**src/rtl/cac_kernel_pkg.sv**
```systemverilog
// Shared constants for the RAM accelerator kernels: default widths and FSM state encodings.
package cac_kernel_pkg;

    localparam int unsigned DefWidth     = 32;
    localparam int unsigned DefAddrWidth = 32;

    localparam logic [2:0] StIdle  = 3'd0;
    localparam logic [2:0] StRead  = 3'd1;
    localparam logic [2:0] StDrain = 3'd2;
    localparam logic [2:0] StWrite = 3'd3;
    localparam logic [2:0] StDone  = 3'd4;

endpackage

```
**src/rtl/ram_vector_sum.sv**
```systemverilog
// Sums len consecutive RAM words starting at src_addr and writes the result to dst_addr.
module ram_vector_sum
    import cac_kernel_pkg::*;
#(
    parameter int unsigned WIDTH      = DefWidth,
    parameter int unsigned ADDR_WIDTH = DefAddrWidth
) (
    input  logic                  clk,
    input  logic                  rst,
    input  logic                  start,
    output logic                  ready,
    output logic                  done,
    input  logic [ADDR_WIDTH-1:0] src_addr,
    input  logic [ADDR_WIDTH-1:0] len,
    input  logic [ADDR_WIDTH-1:0] dst_addr,
    output logic [ADDR_WIDTH-1:0] ram_raddr_0,
    input  logic [WIDTH-1:0]      ram_rdata_0,
    output logic [ADDR_WIDTH-1:0] ram_waddr_0,
    output logic                  ram_wen_0,
    output logic [WIDTH-1:0]      ram_wdata_0
);

    logic [2:0]            r_state;
    logic [ADDR_WIDTH-1:0] r_len;
    logic [ADDR_WIDTH-1:0] r_dst;
    logic [ADDR_WIDTH-1:0] r_issued;
    logic                  r_acc_en;
    logic [WIDTH-1:0]      r_acc;
    logic [ADDR_WIDTH-1:0] r_raddr;
    logic [ADDR_WIDTH-1:0] r_waddr;
    logic                  r_wen;
    logic [WIDTH-1:0]      r_wdata;
    logic [WIDTH-1:0]      w_sum;

    assign w_sum = r_acc + ram_rdata_0;

    always_ff @(posedge clk) begin
        if (rst) begin
            r_state  <= StIdle;
            r_len    <= '0;
            r_dst    <= '0;
            r_issued <= '0;
            r_acc_en <= 1'b0;
            r_acc    <= '0;
            r_raddr  <= '0;
            r_waddr  <= '0;
            r_wen    <= 1'b0;
            r_wdata  <= '0;
        end else begin
            case (r_state)
                StIdle, StDone: begin
                    if (start) begin
                        r_len    <= len;
                        r_dst    <= dst_addr;
                        r_acc    <= '0;
                        r_acc_en <= 1'b0;
                        if (len != '0) begin
                            r_raddr  <= src_addr;
                            r_issued <= ADDR_WIDTH'(1);
                            r_state  <= StRead;
                        end else begin
                            r_wdata <= '0;
                            r_waddr <= dst_addr;
                            r_wen   <= 1'b1;
                            r_state <= StWrite;
                        end
                    end
                end
                StRead: begin
                    // Read data trails the address by one cycle, so skip the first READ cycle.
                    if (r_acc_en) begin
                        r_acc <= w_sum;
                    end
                    r_acc_en <= 1'b1;
                    if (r_issued == r_len) begin
                        r_state <= StDrain;
                    end else begin
                        r_raddr  <= r_raddr + ADDR_WIDTH'(1);
                        r_issued <= r_issued + ADDR_WIDTH'(1);
                    end
                end
                StDrain: begin
                    r_acc   <= w_sum;
                    r_wdata <= w_sum;
                    r_waddr <= r_dst;
                    r_wen   <= 1'b1;
                    r_state <= StWrite;
                end
                StWrite: begin
                    r_wen   <= 1'b0;
                    r_state <= StDone;
                end
                default: begin
                    r_state <= StIdle;
                end
            endcase
        end
    end

    assign ready       = (r_state == StIdle) || (r_state == StDone);
    assign done        = (r_state == StDone);
    assign ram_raddr_0 = r_raddr;
    assign ram_waddr_0 = r_waddr;
    assign ram_wen_0   = r_wen;
    assign ram_wdata_0 = r_wdata;

endmodule

```
**config.mk**
```make
export PLATFORM = sky130hd
export DESIGN_NAME = ram_vector_sum
export DESIGN_NICKNAME = d
export VERILOG_FILES = /design/src/rtl/cac_kernel_pkg.sv /design/src/rtl/ram_vector_sum.sv
export SDC_FILE = /design/constraint.sdc
export NUM_CORES = 1
export LEC_CHECK = 0
export CORE_ASPECT_RATIO = 1.1
export CORE_MARGIN = 1.5
export CORE_UTILIZATION = 45
export CTS_BUF_LIST = sky130_fd_sc_hd__clkbuf_4 sky130_fd_sc_hd__clkbuf_8
export DETAILED_ROUTE_END_ITERATION = 10
export PLACE_DENSITY = 0.71
export RECOVER_POWER = 25
export SYNTH_ARGS = -nofsm -noshare
export SYNTH_HDL_FRONTEND = slang
export SYNTH_SLANG_ARGS = --single-unit
```
**constraint.sdc**
```tcl
create_clock -name clk -period 4.5 [get_ports clk]
set_input_delay 0.9 -clock clk [delete_from_list [all_inputs] [get_ports clk]]
set_output_delay 0.9 -clock clk [all_outputs]
set_load 0.02 [all_outputs]
```
# Word level (Yosys, flattened, before mapping)
# Index checks and enable logic that the tools add are counted.
# totals
regBits,229
in_bits,131
word_cells,65
# classes
add_sub_neg,3
eq_ne,11
mux,26
n_reduce_logical,15
# op_table
operator,n
32-bit 2-to-1 mux,12
32-bit one-hot mux with 2 select lines,4
32-bit one-hot mux with 3 select lines,1
"32-bit by 1-bit adder with 32-bit output, second input constant",2
32-bit adder,1
32-bit == test,1
32-bit nonzero test,1
"2-bit != test, second input constant",6
3-bit one-hot mux with 4 select lines,1
3-bit AND reduction,3
"3-bit by 2-bit == test with 1-bit output, second input constant",2
3-bit 2-to-1 mux,2
2-bit AND reduction,3
3-bit nonzero test,2
4-bit AND reduction,1
2-bit nonzero test,2
"3-bit by 1-bit == test with 1-bit output, second input constant",1
"3-bit == test, second input constant",1
3-bit zero test,1
1-bit 2-to-1 mux,3
1-bit one-hot mux with 3 select lines,1
2-bit 2-to-1 mux,1
1-bit one-hot mux with 2 select lines,1
2-bit OR reduction,1
1-bit logical OR,1

# Longest topological paths before layout
# Gate-level depths: netlist (run 1).
# logic_depth
ltp_word,4
mapped_depth,12
depth_no_buf,11

# Least setup slack after synthesis (run 1)
# No wires, ideal clock.
# synth_path
kind,input-to-reg
start,input ram_rdata_0[0]
end,register r_acc[30]
setup_ns,0.122
arrival_time_ns,3.269
t_required_ns,4.378
setup_slack_ns,1.109
stages,11
path_buffers,0
path_cell_list,ha_1 inv_1 fa_1 nand2b_1 a21o_1 a211oi_4 nor4b_2 o31ai_4 a21oi_2 mux2_4 a221o_1
# synth_via
elab_chain_cells,3
# synth_lines
element,line_no,text
start: declaration,ram_vector_sum.sv:17,"input logic [WIDTH-1:0] ram_rdata_0,"
32-bit adder *,ram_vector_sum.sv:35,assign w_sum = r_acc + ram_rdata_0;
32-bit 2-to-1 mux,ram_vector_sum.sv:71,if (r_acc_en) begin
32-bit one-hot mux with 3 select lines *,ram_vector_sum.sv:50,case (r_state)
end signal: assignment,ram_vector_sum.sv:72,r_acc <= w_sum;
end signal: assignment,ram_vector_sum.sv:83,r_acc <= w_sum;
end: declaration,ram_vector_sum.sv:28,logic [WIDTH-1:0] r_acc;
# Every way passes the cells marked *; elsewhere a longest branch is shown, timed or not. The select of a mux whose other input is x is not followed.
# A chain may end at the register's enable or synchronous reset.

# Final worst setup path (run 1)
# Same ends and word-level chain as after synthesis.

==> impl_metrics.env, run 1 <==
export IMPL_cts_resized=0
export IMPL_layoutNonFillerInstCount=1941
export IMPL_synthesis_nets=1565
export IMPL_clock_latency_ns=0.53
export IMPL_grt_max_degree=104
export IMPL_syn_cell_area_um2=11300
export IMPL_min_period_over_period_pct=79.9
export IMPL_io_buffers=229
export IMPL_yosysSeqAreaShare_pct=40.6
export IMPL_rows=60
export IMPL_synth_seq_cells=229
export IMPL_ys_flop_type="dfxtp_1"
export IMPL_relSlewSlack_pct=-42.6
export IMPL_drive_above_1_share_pct=6.93
export IMPL_grt_pass1_vias=10100
export IMPL_syn_inst=1400
export IMPL_synth_area_leaders="dfxtp_1, nand2_1, a21oi_1"
export IMPL_violations="capacitance limit, slew limit"
export IMPL_p_seq_share_pct=38.3
export IMPL_synth_top_area_share_pct=40.6
export IMPL_yosysTopAreaCell="dfxtp_1"
export IMPL_place_congestion=0.925
export IMPL_die_area_um2=26100
export IMPL_fmax_ghz=0.278
export IMPL_cts_made_buffers=40
export IMPL_worst_slew_pin_slew_ns=2.14
export IMPL_p_per_area_nw_per_um2=446
export IMPL_post_drt_wl_per_cell_um=16.5
export IMPL_remaining_drc_errors=0
export IMPL_holdPathStages=2
export IMPL_p_leak_nw=5.71
export IMPL_clock_power_share_pct=30.7
export IMPL_required_ns=4.92
export IMPL_setup_violations=0
export IMPL_die_h_um=169
export IMPL_crit_fanout=5
export IMPL_synth_distinct_cells=79
export IMPL_postCtsSetupBuffers=0
export IMPL_reg2reg_depth=11
export IMPL_track_usage_pct=24.1
export IMPL_hp_class="reg -> reg"
export IMPL_vias=10800
export IMPL_dp_hpwl_um=22300
export IMPL_root_buffer="clkbuf_8"
export IMPL_period_needed_ns=3.60
export IMPL_syn_avg_cell_area_um2=8.07
export IMPL_startpoint_type="input pin"
export IMPL_fin_skew_ns=0.0263
export IMPL_start_util_pct=46.0
export IMPL_antenna_left=0
export IMPL_clk_pin_slew_worst_paths_ns=0.06
export IMPL_drtIter0Drc=626
export IMPL_crit_type="in -> reg"
export IMPL_fin_nets=1770
export IMPL_drt_wl_total_um=32100
export IMPL_dp_cells=1873
export IMPL_fp_dieW_um=154
export IMPL_status="finished, violations left"
export IMPL_cp_end_kind="register"
export IMPL_final_setup_tns_ns=0
export IMPL_maxCapViolations=1
export IMPL_ir_drop_mv=0.237
export IMPL_p_int_mw=4.31
export IMPL_rsz0062_at_grt="false"
export IMPL_combPwrFrac_pct=31.0
export IMPL_clockBufferDepth=3
export IMPL_cts_hold_buf=0
export IMPL_finalMaxSlewViolations=104
export IMPL_grt_pass1_wl_um=51200
export IMPL_p_sw_mw=2.23
export IMPL_ios=230
export IMPL_synthToLayoutAreaGrowth_pct=29.7
export IMPL_yosysWarnings=0
export IMPL_clkSinkCount=229
export IMPL_cts_tree="built"
export IMPL_finalHoldViolCount=0
export IMPL_cts_htree_levels=2
export IMPL_vias_per_cell=5.56
export IMPL_core_area_um2=24500
export IMPL_sw_frac_of_total_pct=34.1
export IMPL_synthArstFlopShare_pct=0
export IMPL_synth_edf_count=0
export IMPL_first_pass_iters=5
export IMPL_gr_total_overflow=0
export IMPL_antenna_found_initial=1
export IMPL_critical_path_arrival_ns=4.02
==> power groups by stage <==
stage	Combinational, mW	Sequential [mW]	Clock, mW
2_1_floorplan	1.11	2.68	0
3_3_place_gp	2.00	2.54	0
3_5_place_dp	2.03	2.54	0
4_1_cts	2.04	2.50	2.05
5_1_grt	2.22	2.54	2.15
6_report	2.03	2.50	2.01
==> logic make-up after synthesis <==
kind of cell               after synthesis  share of synthesized area, %
muxes                                    6                         0.598
adders and majority gates               34                          3.83
xor gates and xnor gates                83                          6.44
and+or+nand+nor                        588                          23.1
buffers and inverters                   95                          3.36
DFF                                    229                          40.6
AOI/OAI and AO/OA                      365                          22.1
==> path summary, 6_finish.rpt <==
path	end	startpoint	slack [ns]
worst max register to register	r_acc[30]	r_acc[0]	1.36
worst max-delay path	r_acc[30]	ram_rdata_0[0]	0.90
worst min-delay path	r_dst[23]	r_dst[23]	0.45
worst min register to register	r_dst[23]	r_dst[23]	0.45
==> registers in the layout (all words and copies together) (netlist names) <==
signal / cells
r_state: 3
r_acc_en: 1
r_issued: 32
r_dst: 32
ram_wdata_0: 32
r_len: 32
ram_raddr_0: 32
ram_wen_0: 1
ram_waddr_0: 32
r_acc: 32
==> worst max-delay path: stages <==
cell and delay [ns]:
clkdlybuf4s50_1 0.47, ha_1 0.17, inv_1 0.06, fa_1 0.39, nand2b_1 0.18, a21o_1 0.23, a211oi_4 0.33, nor4b_2 0.13
o31ai_4 0.42, a21oi_2 0.11, mux2_4 0.31, a221o_1 0.33
==> per-layer routing <==
metal | up-vias | track usage, % | share of wire, %
li1 | 5408 | - | -
met1 | 5056 | 30.9 | 45
met5 | - | 0 | 0
met3 | 59 | 4.21 | 4.7
met2 | 278 | 40.5 | 47
met4 | 0 | 9.08 | 2.9
==> Yosys cell counts, drive strengths merged, types with 14 or more instances <==
cell	number
a21o	19
ha	33
a211oi	22
a311oi	34
xor2	60
nand3	45
and3	17
buf	14
a22oi	17
nor3	15
nand2	277
a21oi	137
o21ai	48
nand4	24
dfxtp	229
clkbuf	68
nor4	23
nor2	140
xnor2	23
a22o	26
and2	14
==> per-stage QoR <==
stage | hold WS [ns] | worst slack (ns) | power, mW | utilization (%) | instance area [um^2]
after floorplan | 0.429 | 1.11 | 3.79 | - | 11300
after global placement | 0.442 | 0.384 | 4.54 | 56.3 | 13800
after detailed placement | 0.447 | 0.367 | 4.57 | 56.3 | 13800
after CTS | 0.455 | 0.934 | 6.59 | 59.7 | 14700
after global routing | 0.473 | 0.772 | 6.91 | 59.7 | 14700
final | 0.453 | 0.903 | 6.54 | 59.7 | 14700
==> cells in the final DEF (no fill, tap or decap), drive strengths merged, types with 24 or more instances in the layout <==
cell and count:
nand2 277, dfxtp 229, clkdlybuf4s50 218, nor2 140
a21oi 137, xor2 60, clkbuf 59, o21ai 48
nand3 45, a311oi 34, ha 33, a22o 26
nand4 24
==> final cells by class <==
class,instances,area (um^2)
antenna,1,2.50
clock buffer,56,733
clock inverter,11,110
fill,2246,9900
inverter,13,48.8
multi-input combinational,1076,6360
sequential,229,4580
tap,310,388
timing repair buffer,245,2430
Note: power is estimated with default switching activity, not from simulation.
==> inputs of run 2 (changes only) <==
--- a/config.mk
+++ b/config.mk
@@ -10,7 +10,7 @@
 export CORE_UTILIZATION = 45
 export CTS_BUF_LIST = sky130_fd_sc_hd__clkbuf_4 sky130_fd_sc_hd__clkbuf_8
 export DETAILED_ROUTE_END_ITERATION = 10
-export PLACE_DENSITY = 0.71
+export PLACE_DENSITY = 0.74
 export RECOVER_POWER = 25
 export SYNTH_ARGS = -nofsm -noshare
 export SYNTH_HDL_FRONTEND = slang
==> constraint.sdc (replaced) <==
create_clock -name clk -period 2.94 [get_ports clk]
set_input_delay 0.588 -clock clk [delete_from_list [all_inputs] [get_ports clk]]
set_output_delay 0.588 -clock clk [all_outputs]
set_load 0.02 [all_outputs]
==> run 2 against run 1 <==
Largest power group unchanged. Critical path type unchanged. Routed wire length grew 2.5%. Worst setup slack worse by 0.80 ns. Clock skew grew 0.0069 ns. Via count is 4.4% higher. Clock-buffer cell count grew 10. Sequential cell count did not move. Global-route usage rose by 0.47 points. Design area increased by 5.1%. Critical path depth decreased by 2. Clock power is 56% higher. Largest cell class unchanged. Sequential power is 54% higher. The flow now finishes without violations. Total power grew 58%.
==> impl_metrics.env, run 2 (synthesis results as in run 1) <==
export IMPL_clk_pin_slew_worst_paths_ns=0.06
export IMPL_cts_hold_buf=0
export IMPL_dp_hpwl_um=23500
export IMPL_r2r_start="r_acc[0]"
export IMPL_hp_start="rst"
export IMPL_finalMaxSlewViolations=0
export IMPL_fin_nets=1853
export IMPL_fill_cells=2134
export IMPL_ios=230
export IMPL_crit_fanout=2
export IMPL_clock_latency_ns=0.55
export IMPL_antenna_left=0
export IMPL_regArea_um2=4580
export IMPL_die_area_um2=26100
export IMPL_die_h_um=169
export IMPL_drtIter0Drc=775
export IMPL_p_per_area_nw_per_um2=671
export IMPL_post_drt_wl_per_cell_um=16.2
export IMPL_final_cell_mix="nand2_1, dfxtp_1, clkdlybuf4s50_1"
export IMPL_track_usage_pct=24.6
export IMPL_remaining_drc_errors=0
export IMPL_hp_class="in -> reg"
export IMPL_rsz0062_at_grt="true"
export IMPL_crit_type="in -> reg"
export IMPL_drt_wl_total_um=32900
export IMPL_clock_power_share_pct=30.4
export IMPL_critPathMaxStageDelay_ns=0.52
export IMPL_status="finished clean"
export IMPL_combPwrFrac_pct=32.5
export IMPL_finalHoldViolCount=0
export IMPL_utilization_pct=62.7
export IMPL_fin_skew_ns=0.0332
export IMPL_grt_pass1_wl_um=52600
export IMPL_root_buffer="clkbuf_8"
export IMPL_critical_path_arrival_ns=3.25
export IMPL_fp_dieW_um=154
export IMPL_r2r_slack_ns=0.22
export IMPL_start_util_pct=46.0
export IMPL_p_sw_mw=3.48
export IMPL_rows=60
export IMPL_fin_hold_ws_ns=0.354
export IMPL_cp_end_kind="register"
export IMPL_total_power_mw=10.3
export IMPL_worst_slew_pin_slew_ns=1.02
export IMPL_clkSinkCount=229
export IMPL_ir_drop_mv=0.416
export IMPL_r2r_end="r_acc[30]"
export IMPL_period_needed_ns=2.83
export IMPL_antenna_found_initial=1
export IMPL_p_seq_share_pct=37.1
export IMPL_sw_frac_of_total_pct=33.7
export IMPL_first_pass_iters=5
export IMPL_holdPathStages=2
export IMPL_min_period_over_period_pct=96.4
export IMPL_startpoint_type="input pin"
export IMPL_maxCapViolations=0
export IMPL_final_common_cell="nand2_1"
export IMPL_p_int_mw=6.86
export IMPL_core_area_um2=24500
export IMPL_clockBufferDepth=3
export IMPL_p_leak_nw=6.18
export IMPL_vias=11300
export IMPL_cts_tree="built"
export IMPL_relSlewSlack_pct=31.9
export IMPL_synthToLayoutAreaGrowth_pct=36.3
export IMPL_grt_pass1_vias=10600
export IMPL_final_setup_tns_ns=0
export IMPL_io_buffers=229
export IMPL_crit_slowest_cell="clkdlybuf4s50_1"
export IMPL_grt_max_degree=55
export IMPL_reg2reg_depth=11
export IMPL_cts_htree_levels=2
export IMPL_drive_above_1_share_pct=11.8
export IMPL_vias_per_cell=5.56
export IMPL_setup_violations=0
export IMPL_worst_slack_ns=0.107
export IMPL_place_congestion=0.923
export IMPL_antenna_cells=0
export IMPL_path_cells="clkdlybuf4s50_1, ha_1, a21o_1, a21o_1, a221o_1, a21oi_2, o31ai_4, a21oi_2, mux2_4, a221o_1"
export IMPL_required_ns=3.36
export IMPL_multi_input_area_um2=6390
export IMPL_hold_end="r_acc[10]"
export IMPL_gr_total_overflow=0
export IMPL_cts_made_buffers=41
export IMPL_place_ws_ns=-0.561
export IMPL_fmax_ghz=0.353
run 2: changes by cell type in the layout (fill, tap and decap cells not counted), moves of 2 or more:
cell / change
buf_4: +76
clkbuf_4: +9
buf_12: +5
clkinv_2: -3
dlygate4sd3_1: -2
nor2_2: -2
run 2: worst max path at each step:
stage | end | depth (start not counted) | startpoint | slack, ns
2_1_floorplan | r_acc[30] | 11 | ram_rdata_0[0] | 0.003
3_3_place_gp | r_acc[30] | 12 | ram_rdata_0[0] | -0.54
3_5_place_dp | r_acc[30] | 12 | ram_rdata_0[0] | -0.56
4_1_cts | r_acc[30] | 12 | ram_rdata_0[0] | 0.01
5_1_grt | r_acc[30] | 10 | ram_rdata_0[15] | -0.001
6_report | r_acc[30] | 10 | ram_rdata_0[15] | 0.11
run 2: routing by layer:
metal	track usage, %	up-vias	wire [um]	share of wire, %
li1	-	5573	-	-
met1	30.9	5243	14200	43
met2	41.2	375	15300	47
met3	4.83	81	2180	6.6
met4	10.2	2	1170	3.6
met5	0	-	9	0.027
run 2: what timing repair did:
item                                   in CTS  in global routing
endpoints found under the hold margin       0                  0
gates resized for setup                     0                  3
buffers inserted                            0                  1
setup endpoints to repair                   0                  5
run 2: power by group through the flow:
| stage | clock network [mW] | registers (mW) | logic (mW) |
|---|---|---|---|
| finish | 3.14 | 3.84 | 3.36 |
| global route | 3.35 | 3.88 | 3.67 |
| CTS | 3.21 | 3.83 | 3.38 |
| floorplan | 0 | 4.11 | 1.70 |
| global placement | 0 | 3.88 | 3.30 |
| detailed placement | 0 | 3.89 | 3.37 |
run 2: layout make-up:
class	count	share of cell area, %
multi-input cells	1076	41.5
flip-flops and latches	229	29.8
repair buffers	327	20.2
clock buffers	66	5.29
well taps	310	2.52
clock inverters	7	0.423
inverters	13	0.317
run 2: worst max-delay path: cells and delay by family:
kind | cells | cell delay (ns)
compound gates | 7 | 1.57
buf+inv | 1 | 0.52
mux | 1 | 0.32
fa+ha+maj | 1 | 0.27
run 2: stage by stage:
step / cell area [um^2] / instances
after floorplan: 11300 / 1400
after global placement: 14500 / 1954
after detailed placement: 14500 / 1954
after CTS: 15400 / 2027
after global routing: 15400 / 2028
final: 15400 / 2028
==> inputs of run 3 (changes only) <==
--- a/config.mk
+++ b/config.mk
@@ -10,6 +10,7 @@
 export CORE_UTILIZATION = 45
 export CTS_BUF_LIST = sky130_fd_sc_hd__clkbuf_4 sky130_fd_sc_hd__clkbuf_8
 export DETAILED_ROUTE_END_ITERATION = 10
+export HOLD_SLACK_MARGIN = 0.02
 export PLACE_DENSITY = 0.74
 export RECOVER_POWER = 25
 export SYNTH_ARGS = -nofsm -noshare
==> results of run 3 <==
Final layout, timing and power as in run 2 (identical DEF).
